**src/rtl/id_issue_stage_if.sv**
```systemverilog
// ID-to-EX issue bus: decoded instruction into the stage, registered instruction out to EX.
// master = decoder/EX side, slave = the issue stage.
interface id_issue_stage_if #(
  parameter int unsigned DATA_W = 32,
  parameter int unsigned REG_AW = 5,
  parameter int unsigned NSRC   = 2,
  parameter int unsigned PAY_W  = 43
);
  logic                     in_valid;
  logic                     in_ready;
  logic [PAY_W-1:0]         in_payload;
  logic [NSRC*REG_AW-1:0]   in_src_addr;
  logic [NSRC-1:0]          in_src_used;
  logic [NSRC*DATA_W-1:0]   in_rf_data;
  logic                     out_valid;
  logic                     out_ready;
  logic [PAY_W-1:0]         out_payload;
  logic [NSRC*DATA_W-1:0]   out_src_data;

  modport master (
    output in_valid, in_payload, in_src_addr, in_src_used, in_rf_data, out_ready,
    input  in_ready, out_valid, out_payload, out_src_data
  );

  modport slave (
    input  in_valid, in_payload, in_src_addr, in_src_used, in_rf_data, out_ready,
    output in_ready, out_valid, out_payload, out_src_data
  );
endinterface

```
**src/rtl/id_issue_stage.sv**
```systemverilog
// Decode-to-execute issue stage: operand forwarding (EX > ME > WB > regfile), load-use
// interlock and valid/ready output register. Optional stall counter under ID_STALL_CNT_EN.
module id_issue_stage #(
    parameter int unsigned DATA_W = 32,
    parameter int unsigned REG_AW = 5,
    parameter int unsigned NSRC   = 2,
    parameter int unsigned PAY_W  = 43
) (
    input  logic              clk,
    input  logic              resetn,
    input  logic              flush,
    id_issue_stage_if.slave   bus,
    input  logic              ex_wen,
    input  logic [REG_AW-1:0] ex_waddr,
    input  logic [DATA_W-1:0] ex_wdata,
    input  logic              ex_load,
    input  logic              me_wen,
    input  logic [REG_AW-1:0] me_waddr,
    input  logic [DATA_W-1:0] me_wdata,
    input  logic              me_load_pend,
    input  logic              wb_wen,
    input  logic [REG_AW-1:0] wb_waddr,
    input  logic [DATA_W-1:0] wb_wdata,
    output logic              hazard,
    output logic [31:0]       stall_cycles
);

    logic [NSRC*DATA_W-1:0] fwd_data;
    logic [REG_AW-1:0]      src_a;
    logic                   ex_hit;
    logic                   me_hit;
    logic                   wb_hit;
    logic                   issue;

    logic                   out_valid_q, out_valid_d;
    logic [PAY_W-1:0]       out_payload_q, out_payload_d;
    logic [NSRC*DATA_W-1:0] out_src_data_q, out_src_data_d;

    // r0 is hardwired zero: never forwarded and never a hazard source
    always_comb begin
        fwd_data = '0;
        hazard   = 1'b0;
        src_a    = '0;
        ex_hit   = 1'b0;
        me_hit   = 1'b0;
        wb_hit   = 1'b0;
        for (int unsigned i = 0; i < NSRC; i++) begin
            src_a  = bus.in_src_addr[i*REG_AW +: REG_AW];
            ex_hit = ex_wen && (ex_waddr == src_a);
            me_hit = me_wen && (me_waddr == src_a);
            wb_hit = wb_wen && (wb_waddr == src_a);
            if (src_a != '0) begin
                if (ex_hit)
                    fwd_data[i*DATA_W +: DATA_W] = ex_wdata;
                else if (me_hit)
                    fwd_data[i*DATA_W +: DATA_W] = me_wdata;
                else if (wb_hit)
                    fwd_data[i*DATA_W +: DATA_W] = wb_wdata;
                else
                    fwd_data[i*DATA_W +: DATA_W] = bus.in_rf_data[i*DATA_W +: DATA_W];
                if (bus.in_src_used[i] && ((ex_hit && ex_load) || (me_hit && me_load_pend)))
                    hazard = 1'b1;
            end
        end
    end

    assign issue        = bus.in_valid && !hazard && !flush && (!out_valid_q || bus.out_ready);
    assign bus.in_ready = issue;

    always_comb begin
        out_valid_d    = out_valid_q;
        out_payload_d  = out_payload_q;
        out_src_data_d = out_src_data_q;
        if (flush) begin
            out_valid_d = 1'b0;
        end else if (issue) begin
            out_valid_d    = 1'b1;
            out_payload_d  = bus.in_payload;
            out_src_data_d = fwd_data;
        end else if (bus.out_ready) begin
            out_valid_d = 1'b0;
        end
    end

    always_ff @(posedge clk) begin
        if (!resetn) begin
            out_valid_q    <= 1'b0;
            out_payload_q  <= '0;
            out_src_data_q <= '0;
        end else begin
            out_valid_q    <= out_valid_d;
            out_payload_q  <= out_payload_d;
            out_src_data_q <= out_src_data_d;
        end
    end

    assign bus.out_valid    = out_valid_q;
    assign bus.out_payload  = out_payload_q;
    assign bus.out_src_data = out_src_data_q;

`ifdef ID_STALL_CNT_EN
    logic [31:0] stall_cycles_q, stall_cycles_d;

    always_comb begin
        stall_cycles_d = stall_cycles_q;
        if (bus.in_valid && hazard && !flush)
            stall_cycles_d = stall_cycles_q + 32'd1;
    end

    always_ff @(posedge clk) begin
        if (!resetn)
            stall_cycles_q <= '0;
        else
            stall_cycles_q <= stall_cycles_d;
    end

    assign stall_cycles = stall_cycles_q;
`else
    assign stall_cycles = '0;
`endif

endmodule

```
**src/flat_wrapper.sv**
```systemverilog
// flat-port wrapper written by rule: the top's interface ports become plain ports
module id_issue_stage_flat 
#(
    parameter int unsigned DATA_W = 32,
    parameter int unsigned REG_AW = 5,
    parameter int unsigned NSRC   = 2,
    parameter int unsigned PAY_W  = 43
)
  (clk, resetn, flush, ex_wen, ex_waddr, ex_wdata, ex_load, me_wen, me_waddr, me_wdata, me_load_pend, wb_wen, wb_waddr, wb_wdata, hazard, stall_cycles, bus_in_valid, bus_in_payload, bus_in_src_addr, bus_in_src_used, bus_in_rf_data, bus_out_ready, bus_in_ready, bus_out_valid, bus_out_payload, bus_out_src_data);
  id_issue_stage_if #(.DATA_W(DATA_W), .REG_AW(REG_AW), .NSRC(NSRC), .PAY_W(PAY_W)) bus_i ();
  input  logic clk;
  input  logic resetn;
  input  logic flush;
  input  logic ex_wen;
  input  logic [REG_AW-1:0] ex_waddr;
  input  logic [DATA_W-1:0] ex_wdata;
  input  logic ex_load;
  input  logic me_wen;
  input  logic [REG_AW-1:0] me_waddr;
  input  logic [DATA_W-1:0] me_wdata;
  input  logic me_load_pend;
  input  logic wb_wen;
  input  logic [REG_AW-1:0] wb_waddr;
  input  logic [DATA_W-1:0] wb_wdata;
  output logic hazard;
  output logic [31:0] stall_cycles;
  input wire logic [$bits(bus_i.in_valid)-1:0] bus_in_valid;
  input wire logic [$bits(bus_i.in_payload)-1:0] bus_in_payload;
  input wire logic [$bits(bus_i.in_src_addr)-1:0] bus_in_src_addr;
  input wire logic [$bits(bus_i.in_src_used)-1:0] bus_in_src_used;
  input wire logic [$bits(bus_i.in_rf_data)-1:0] bus_in_rf_data;
  input wire logic [$bits(bus_i.out_ready)-1:0] bus_out_ready;
  output wire logic [$bits(bus_i.in_ready)-1:0] bus_in_ready;
  output wire logic [$bits(bus_i.out_valid)-1:0] bus_out_valid;
  output wire logic [$bits(bus_i.out_payload)-1:0] bus_out_payload;
  output wire logic [$bits(bus_i.out_src_data)-1:0] bus_out_src_data;
  assign bus_i.in_valid = bus_in_valid;
  assign bus_i.in_payload = bus_in_payload;
  assign bus_i.in_src_addr = bus_in_src_addr;
  assign bus_i.in_src_used = bus_in_src_used;
  assign bus_i.in_rf_data = bus_in_rf_data;
  assign bus_i.out_ready = bus_out_ready;
  assign bus_in_ready = bus_i.in_ready;
  assign bus_out_valid = bus_i.out_valid;
  assign bus_out_payload = bus_i.out_payload;
  assign bus_out_src_data = bus_i.out_src_data;
  id_issue_stage #(.DATA_W(DATA_W), .REG_AW(REG_AW), .NSRC(NSRC), .PAY_W(PAY_W)) u_core (.clk(clk), .resetn(resetn), .flush(flush), .bus(bus_i), .ex_wen(ex_wen), .ex_waddr(ex_waddr), .ex_wdata(ex_wdata), .ex_load(ex_load), .me_wen(me_wen), .me_waddr(me_waddr), .me_wdata(me_wdata), .me_load_pend(me_load_pend), .wb_wen(wb_wen), .wb_waddr(wb_waddr), .wb_wdata(wb_wdata), .hazard(hazard), .stall_cycles(stall_cycles));
endmodule
```
**config.mk**
```make
export PLATFORM = sky130hd
export DESIGN_NAME = id_issue_stage_flat
export DESIGN_NICKNAME = d
export VERILOG_FILES = /design/src/rtl/id_issue_stage_if.sv /design/src/rtl/id_issue_stage.sv /design/src/flat_wrapper.sv
export SDC_FILE = /design/constraint.sdc
export NUM_CORES = 1
export LEC_CHECK = 0
export CAP_MARGIN = 20
export CORE_AREA = 8 8 140 142
export DETAILED_ROUTE_END_ITERATION = 8
export DIE_AREA = 0 0 148 150
export GPL_TIMING_DRIVEN = 0
export PLACE_DENSITY = 0.88
export RECOVER_POWER = 50
export SYNTH_ARGS = -nofsm -noshare
export SYNTH_HDL_FRONTEND = slang
export SYNTH_SLANG_ARGS = --single-unit
```
**constraint.sdc**
```tcl
create_clock -name clk -period 7.16 [get_ports clk]
set_input_delay 1.432 -clock clk [delete_from_list [all_inputs] [get_ports clk]]
set_output_delay 1.432 -clock clk [all_outputs]
set_load 0.02 [all_outputs]
```
# --- Yosys cells after proc, flatten, opt, wreduce, memory -nomap -nowiden ---
# Index checks and enable logic that the tools add are counted.
word_totals:
  output_inout_bits: 142
  inputBits: 240
  elab_cells: 51
  reg_bits: 108
op_classes:
  muxes: 14
  n_eq_ne: 6
  n_reduce_logical: 26
  bitwise_logic: 2
ops:
  columns: ["op", "count"]
  rows:
  - ["2-to-1 mux 32 bit", 8]
  - ["equality test 5 bit", 6]
  - ["logical AND 1 bit", 15]
  - ["nonzero test 5 bit", 2]
  - ["2-to-1 mux 1 bit", 6]
  - ["logical NOT 1 bit", 3]
  - ["logical OR 1 bit", 3]
  - ["NOT 1 bit", 2]
  - ["AND reduction 2 bit", 1]
  - ["nonzero test 2 bit", 1]
  - ["OR reduction 2 bit", 1]

# --- Depth between registers and ports, before layout ---
# Gate-level depths: netlist (run 1).
depth:
  depth_word: 14
  depth_mapped: 10
  ltp_nobuf: 7

# --- Worst setup path after synthesis (run 1) ---
# Ideal clock, no wire load.
synth_timing:
  kind: "input-to-output"
  startpoint: "in bus_in_src_addr[8]"
  endpoint: "out bus_in_ready"
  n_path_buf: 2
  cell_stages: 8
  arrival_time_ns: 3.344
  required_ns: 5.728
  setup_slack_ns: 2.384
  path_cell_list: "or4_1 -> nor2_1 -> nor4_1 -> nor4_4 -> inv_2 -> buf_2 -> nor2_1 -> clkbuf_1"
synth_via:
  elab_chain_len: 11
  word_cells_on_any_way: 15
  classes_between: "2 x eq/ne; 2 x mux; 11 x reduce/logical"
synth_rtl:
  columns: ["element", "line", "rtl"]
  rows:
  - ["start, declared", "flat_wrapper.sv:29", "input wire logic [$bits(bus_i.in_src_addr)-1:0] bus_in_src_addr;"]
  - ["equality test 5 bit, on equally long branches", "id_issue_stage.sv:49, id_issue_stage.sv:50", null]
  - ["logical AND 1 bit, on equally long branches", "id_issue_stage.sv:49, id_issue_stage.sv:50", null]
  - ["logical AND 1 bit", "id_issue_stage.sv:61", "if (bus.in_src_used[i] && ((ex_hit && ex_load) || (me_hit && me_load_pend)))"]
  - ["logical OR 1 bit", "id_issue_stage.sv:61", null]
  - ["logical AND 1 bit", "id_issue_stage.sv:61", null]
  - ["2-to-1 mux 1 bit", "id_issue_stage.sv:61", null]
  - ["2-to-1 mux 1 bit *", "id_issue_stage.sv:52", "if (src_a != '0) begin"]
  - ["logical NOT 1 bit *", "id_issue_stage.sv:67", "assign issue = bus.in_valid && !hazard && !flush && (!out_valid_q || bus.out_ready);"]
  - ["logical AND 1 bit * (3 in a row)", "id_issue_stage.sv:67", null]
  - ["end, declared", "flat_wrapper.sv:33", "output wire logic [$bits(bus_i.in_ready)-1:0] bus_in_ready;"]
# Every way passes the cells marked *; elsewhere a longest branch is shown, timed or not.

# --- Worst setup path after layout (run 1) ---
layout_timing:
  startpoint: "in bus_in_src_addr[9]"
  endpoint: "out bus_in_ready"
# Same word-level chain as after synthesis.

==> results of run 1 <==
-- worst max-delay path, stage by stage --
cell,delay (ps)
clkdlybuf4s50_1,540
or4_1,540
nor2_1,260
nor4_1,130
nor4_4,630
inv_2,60
buf_2,200
nor2_1,190
clkbuf_1,500
clkdlybuf4s50_1,730
-- report_power, final --
group	switching, mW	total, mW	internal (mW)
clock network	0.260	0.574	0.314
logic	0.230	0.483	0.253
registers	0.0150	0.648	0.633
-- synth_stat cells, drive strengths merged --
library cell  number
nand2             74
a221oi            64
nand3             46
nor4b              1
or3b               1
nor4bb             1
clkbuf            77
inv                3
nor3b              1
nand4              2
a2bb2oi           64
nor2b              1
and2              34
a21oi             44
or4                6
nor4               3
nor3               7
nor2               3
xnor2             20
and3               3
xor2              10
o22ai             64
dfxtp            108
o21ai            107
buf               42
or3                2
conb               1
-- per-layer routing --
| layer | track usage | vias to the layer above |
|---|---|---|
| li1 | - | 3715 |
| met1 | 0.334 | 3807 |
| met4 | 0.148 | 4 |
| met2 | 0.445 | 584 |
| met3 | 0.0695 | 102 |
| met5 | 0 | - |
-- cell usage in the layout, fill, tap and decap left out, types with 5 or more instances in the layout --
master           Yosys  layout
nand2_1             74      74
dfxtp_1            108     108
buf_1                5       5
o21ai_0            107     107
buf_4               32      32
dlygate4sd3_1        0     108
a221oi_1            64      64
a21oi_1             44      44
clkbuf_1            77      77
conb_1               1      32
a2bb2oi_1           64      64
nand3_1             46      46
clkbuf_16            0       9
o22ai_1             64      64
and2_1              34      34
xor2_1              10      10
xnor2_1             20      20
nor3_1               7       7
clkdlybuf4s50_1      0     241
or4_1                6       6
-- per-stage QoR --
step / total power [mW] / util
CTS: 1.72 / 0.597
floorplan: 0.883 / -
global placement: 1.14 / 0.578
detailed placement: 1.15 / 0.578
finish: 1.70 / 0.597
global route: 1.77 / 0.597
-- cell type report --
class / instances / area [um^2] / share of cell area
diodes: 2 / 5.00 / 0.000478
plain buffers: 119 / 592 / 0.0565
clock buffers: 9 / 225 / 0.0215
clock inverters: 7 / 108 / 0.0103
inverters: 3 / 11.3 / 0.00108
multi-input cells: 590 / 3590 / 0.343
flip-flops and latches: 108 / 2160 / 0.206
well taps: 229 / 287 / 0.0274
repair buffers: 349 / 3490 / 0.334
-- cells by family (layout without fill, tap and decap cells) --
family / after synthesis / in the layout / synth area share
xor+xnor: 30 / 30 / 0.0421
other cells: 1 / 34 / 0.000601
flops: 108 / 108 / 0.347
simple gates: 185 / 185 / 0.149
compound gates: 343 / 343 / 0.365
buf+inv: 122 / 487 / 0.0967
-- sequential cells by signal, summed over array words and instances, names as in the netlist --
register / count
u_core.bus.out_src_data: 64
u_core.bus.out_valid: 1
u_core.bus.out_payload: 43
-- final timing paths --
check,from,to,slack (ps),cells after the start
worst min-delay path,u_core.bus.out_src_data[16],u_core.bus.out_src_data[16],470,2
worst max-delay path,bus_in_src_addr[9],bus_in_ready,490,10
worst max register to register,u_core.bus.out_valid,u_core.bus.out_src_data[44],4530,7
worst min register to register,u_core.bus.out_src_data[16],u_core.bus.out_src_data[16],470,2
==> impl_metrics.env, run 1 <==
export IMPL_outcome="finished clean"
export IMPL_powerDensity_nw_per_um2=163
export IMPL_grt_pass1_wl_um=47700
export IMPL_area_delta_synth_final_pct=67.9
export IMPL_num_rows=49
export IMPL_grt_overflow=0
export IMPL_setup_viol=0
export IMPL_finalInstanceArea_um2=10500
export IMPL_viasPerCell=5.80
export IMPL_nets=1420
export IMPL_ir_drop_mv=0.132
export IMPL_ys_types=32
export IMPL_maxCapViolations=0
export IMPL_drt_iter0_markers=808
export IMPL_vias=8212
export IMPL_dr_pass1_iters=6
export IMPL_grt_antenna_before_repair=4
export IMPL_timing_fmax_mhz=150
export IMPL_wl_per_cell_um=23.0
export IMPL_critPathMaxFanout=10
export IMPL_grt_start_max_net_pins=20
export IMPL_synth_top_area_share=0.347
export IMPL_grt_pass1_vias=8203
export IMPL_cts_hold_buffers=0
export IMPL_clk_pin_slew_worst_paths_ps=80
export IMPL_postRouteAntennaNets=0
export IMPL_drv_slew=0
export IMPL_wl_met2_um=15000
export IMPL_clock_sinks=108
export IMPL_synth_seq_cells=108
export IMPL_min_path_type="register to register"
export IMPL_ctsResizeCount=0
export IMPL_wirelength_um=32600
export IMPL_ys_seq_area_frac=0.347
export IMPL_final_hold_violation_count=0
export IMPL_path_class="input pin to output port"
export IMPL_clock_latency_ps=360
export IMPL_setup_ws_ps=492
export IMPL_wl_met3_um=3360
export IMPL_synth_area_per_cell_um2=7.91
export IMPL_wl_met1_um=12700
export IMPL_io_pin_count=382
export IMPL_total_leakage_power_nw=4.11
export IMPL_finalCritPeriodShare=0.931
export IMPL_tightestPinTransition_ps=1020
export IMPL_start_util=0.356
export IMPL_die_x_um=148
export IMPL_yosysTopAreaCell="dfxtp_1"
export IMPL_portBuffers=349
export IMPL_finClkSkew_ps=10.2
export IMPL_post_cts_buffers=0
export IMPL_gr_usage_all_layers=0.276
export IMPL_top_layer_used="met5"
export IMPL_grt_setup_unrepaired="no"
export IMPL_finalWeightedCongestion=0.970
export IMPL_cts_tree="done"
export IMPL_drc=0
export IMPL_die_h_um=150
export IMPL_critPathLaunchType="input pin"
export IMPL_fin_worst_hold_slack_ps=470
export IMPL_synth_area_um2=6240
export IMPL_critPathArrivalTime_ps=5240
export IMPL_syn_inst=789
export IMPL_worstPathRequired_ps=5730
export IMPL_core_um2=17500
export IMPL_cts_buffers=9
export IMPL_clk_path_buf_depth=2
export IMPL_worst_setup_path_end_kind="output port"
export IMPL_stdcell_count=1416
export IMPL_fillers=1593
export IMPL_synth_area_leaders="dfxtp_1 35%, a221oi_1 9.0%, a2bb2oi_1 9.0%"
export IMPL_clockRootBuffer="clkbuf_16"
export IMPL_die_area_um2=22200
export IMPL_dp_cells=1398
export IMPL_placed_area_um2=10100
export IMPL_preCtsSetupSlack_ps=501
export IMPL_drive_above_1_share=0.0481
export IMPL_htreeDepth=3
export IMPL_hpwl_um=25200
export IMPL_yosys_warnings=0
export IMPL_fin_tns_setup_ps=0
export IMPL_relSlewSlack=0.315
export IMPL_min_period_ps=6670
(Power assumes the default switching activity.)
==> run 2, diff against run 1 <==
SETUP_SLACK_MARGIN = 0.3   (was default)
==> results of run 2 <==
The final DEF is identical to that of run 1; final timing and power are the same.
==> edit (flow settings as in run 2) <==
`PAY_W` is set to 43 in 3 places; all go to 39.
--- a/src/rtl/id_issue_stage_if.sv
+++ b/src/rtl/id_issue_stage_if.sv
@@ -5,5 +5,5 @@
   parameter int unsigned REG_AW = 5,
   parameter int unsigned NSRC   = 2,
-  parameter int unsigned PAY_W  = 43
+  parameter int unsigned PAY_W  = 39
 );
   logic                     in_valid;
--- a/src/rtl/id_issue_stage.sv
+++ b/src/rtl/id_issue_stage.sv
@@ -5,5 +5,5 @@
     parameter int unsigned REG_AW = 5,
     parameter int unsigned NSRC   = 2,
-    parameter int unsigned PAY_W  = 43
+    parameter int unsigned PAY_W  = 39
 ) (
     input  logic              clk,
--- a/src/flat_wrapper.sv
+++ b/src/flat_wrapper.sv
@@ -5,5 +5,5 @@
     parameter int unsigned REG_AW = 5,
     parameter int unsigned NSRC   = 2,
-    parameter int unsigned PAY_W  = 43
+    parameter int unsigned PAY_W  = 39
 )
   (clk, resetn, flush, ex_wen, ex_waddr, ex_wdata, ex_load, me_wen, me_waddr, me_wdata, me_load_pend, wb_wen, wb_waddr, wb_wdata, hazard, stall_cycles, bus_in_valid, bus_in_payload, bus_in_src_addr, bus_in_src_used, bus_in_rf_data, bus_out_ready, bus_in_ready, bus_out_valid, bus_out_payload, bus_out_src_data);
Ports: changed (resized bus_in_payload and bus_out_payload); port bits go from 382 to 374. No check against the original RTL was run, so the function may have changed too.
==> edit against run 2 <==
Critical path depth decreased by 1. Total power decreased by 7.4%. Synthesized area decreased by 3.9%. Routed wire length decreased by 7.8%. Maximum frequency about the same. Sequential cell count decreased by 4. Worst setup slack improved by 0.00098 ns. Hold slack improved by 0.0078 ns. Design area decreased by 3.4%.
==> edit: results (changes against run 2) <==
Run status
  – Run status: complete, no violations

STA
  – Setup Skew: 0.00694 ns (-0.00327 ns)
  – Slew @ Worst Pin: 0.742 ns (-0.278 ns)

Setup path
  – Max stage delay on crit path: 0.67 ns (-0.06 ns)
  – Crit path arrival time: 5.23 ns (about the same)
  – Top delay family on crit path: buffers and inverters

GRT
  – Initial antenna violation count: 0 (-4)
  – GR Util All Layers: 0.257 (-0.0193)
  – First-pass GRT wire length: 44100 um (-7.4%)
  – Pin count of the biggest net entering global routing: 20 (unchanged)
  – Vias in the first global route: 7525 (-8.3%)

Synthesis
  – Post-synth top cells: dfxtp_1 (104), nand2_1 (71), nor2b_1 (71)
  – Seq/Total Area, Yosys: 0.347 (+0.000672)
  – Distinct cells, synth: 34 (+6.3%)
  – Cell count after synthesis: 676 (-14%)
  – Ys async rst share: 0 (unchanged)
  – Top post-synthesis cells by area: dfxtp_1 (35%), o32ai_1 (9.5%), o221ai_1 (9.3%), a211oi_1 (8.0%), nor2b_1 (7.4%)

Clock tree
  – Skew-Pair Late Insertion Delay: 0.35 ns

Final layout
  – Layout cells sized above 1: 0.0536 (+0.00547)
  – Final Non-Filler Cells: 1293 (-8.7%)
  – Antenna diodes: 0 (-2)
  – Filler cells: 1578 (-0.94%)

Detailed routing
  – Routed len/inst: 23.3 um (+1.0%)
  – DR vias: 7265 (-12%)
  – DRT iter0 DRCs: 617 (-24%)

Hold path
  – Hold WC Path Type: flip-flop to flip-flop

Placement
  – HPWL after detailed placement: 23900 um (-5.2%)
  – Placer congestion estimate: 0.960 (-1.1%)
  – IO Port Bufs: 341 (-2.3%)

Power
  – Pleak: 3.93 nW (-4.4%)
  – VDD IR max: 0.103 mV (-22%)
==> edit: per-layer routing <==
layer  wire, um  up-vias  global-route usage
li1           -     3288                   -
met1      11400     3388               0.294
met2      14800      517               0.446
met3       2930       72              0.0662
met4       1030        0               0.108
met5          0        -                   0
==> edit: worst reg2reg max path, stage by stage (launching register included) <==
cell and delay, ns:
dfxtp_1 0.32, nand2b_1 0.08, nand3b_1 0.12, nor4_4 0.38
clkbuf_1 0.52, clkbuf_1 0.55, o32ai_1 0.16
==> edit: worst paths after layout <==
| kind | slack (ns) | endpoint | depth (start not counted) | start |
|---|---|---|---|---|
| max | 0.49 | bus_in_ready | 9 | bus_in_src_addr[1] |
| min | 0.48 | u_core.bus.out_src_data[63] | 2 | u_core.bus.out_src_data[63] |
| max reg2reg | 4.89 | u_core.bus.out_src_data[51] | 6 | u_core.bus.out_valid |
| min reg2reg | 0.48 | u_core.bus.out_src_data[63] | 2 | u_core.bus.out_src_data[63] |
==> edit: kinds of logic after synthesis <==
family | after synthesis | share of synthesized area
compound gates | 195 | 0.271
xor+xnor | 30 | 0.0438
buf+inv | 102 | 0.0853
flops | 104 | 0.347
mux | 39 | 0.0651
other cells | 1 | 0.000625
simple gates | 205 | 0.187
==> edit: cell type report <==
cell class / count / area share
Buffer: 101 / 0.0502
Clock inverter: 6 / 0.00606
Multi-Input combinational cell: 501 / 0.348
Tap cell: 229 / 0.0283
Inverter: 1 / 0.000371
Timing Repair Buffer: 341 / 0.337
Sequential cell: 104 / 0.206
Clock buffer: 10 / 0.0236
==> edit: power by group <==
part | leakage (nW) | total [mW] | switching (mW) | internal [mW]
logic | 2.94 | 0.445 | 0.210 | 0.235
registers | 0.850 | 0.627 | 0.0165 | 0.610
clock network | 0.144 | 0.508 | 0.253 | 0.255
total | 3.93 | 1.58 | 0.479 | 1.10
==> edit: through the flow <==
stage	util	setup slack, ns	instance area, sq um
after floorplan	-	2.33	6110
after global placement	0.560	0.566	9810
after detailed placement	0.560	0.594	9810
after CTS	0.577	0.567	10100
after global routing	0.577	0.331	10100
final	0.577	0.493	10100
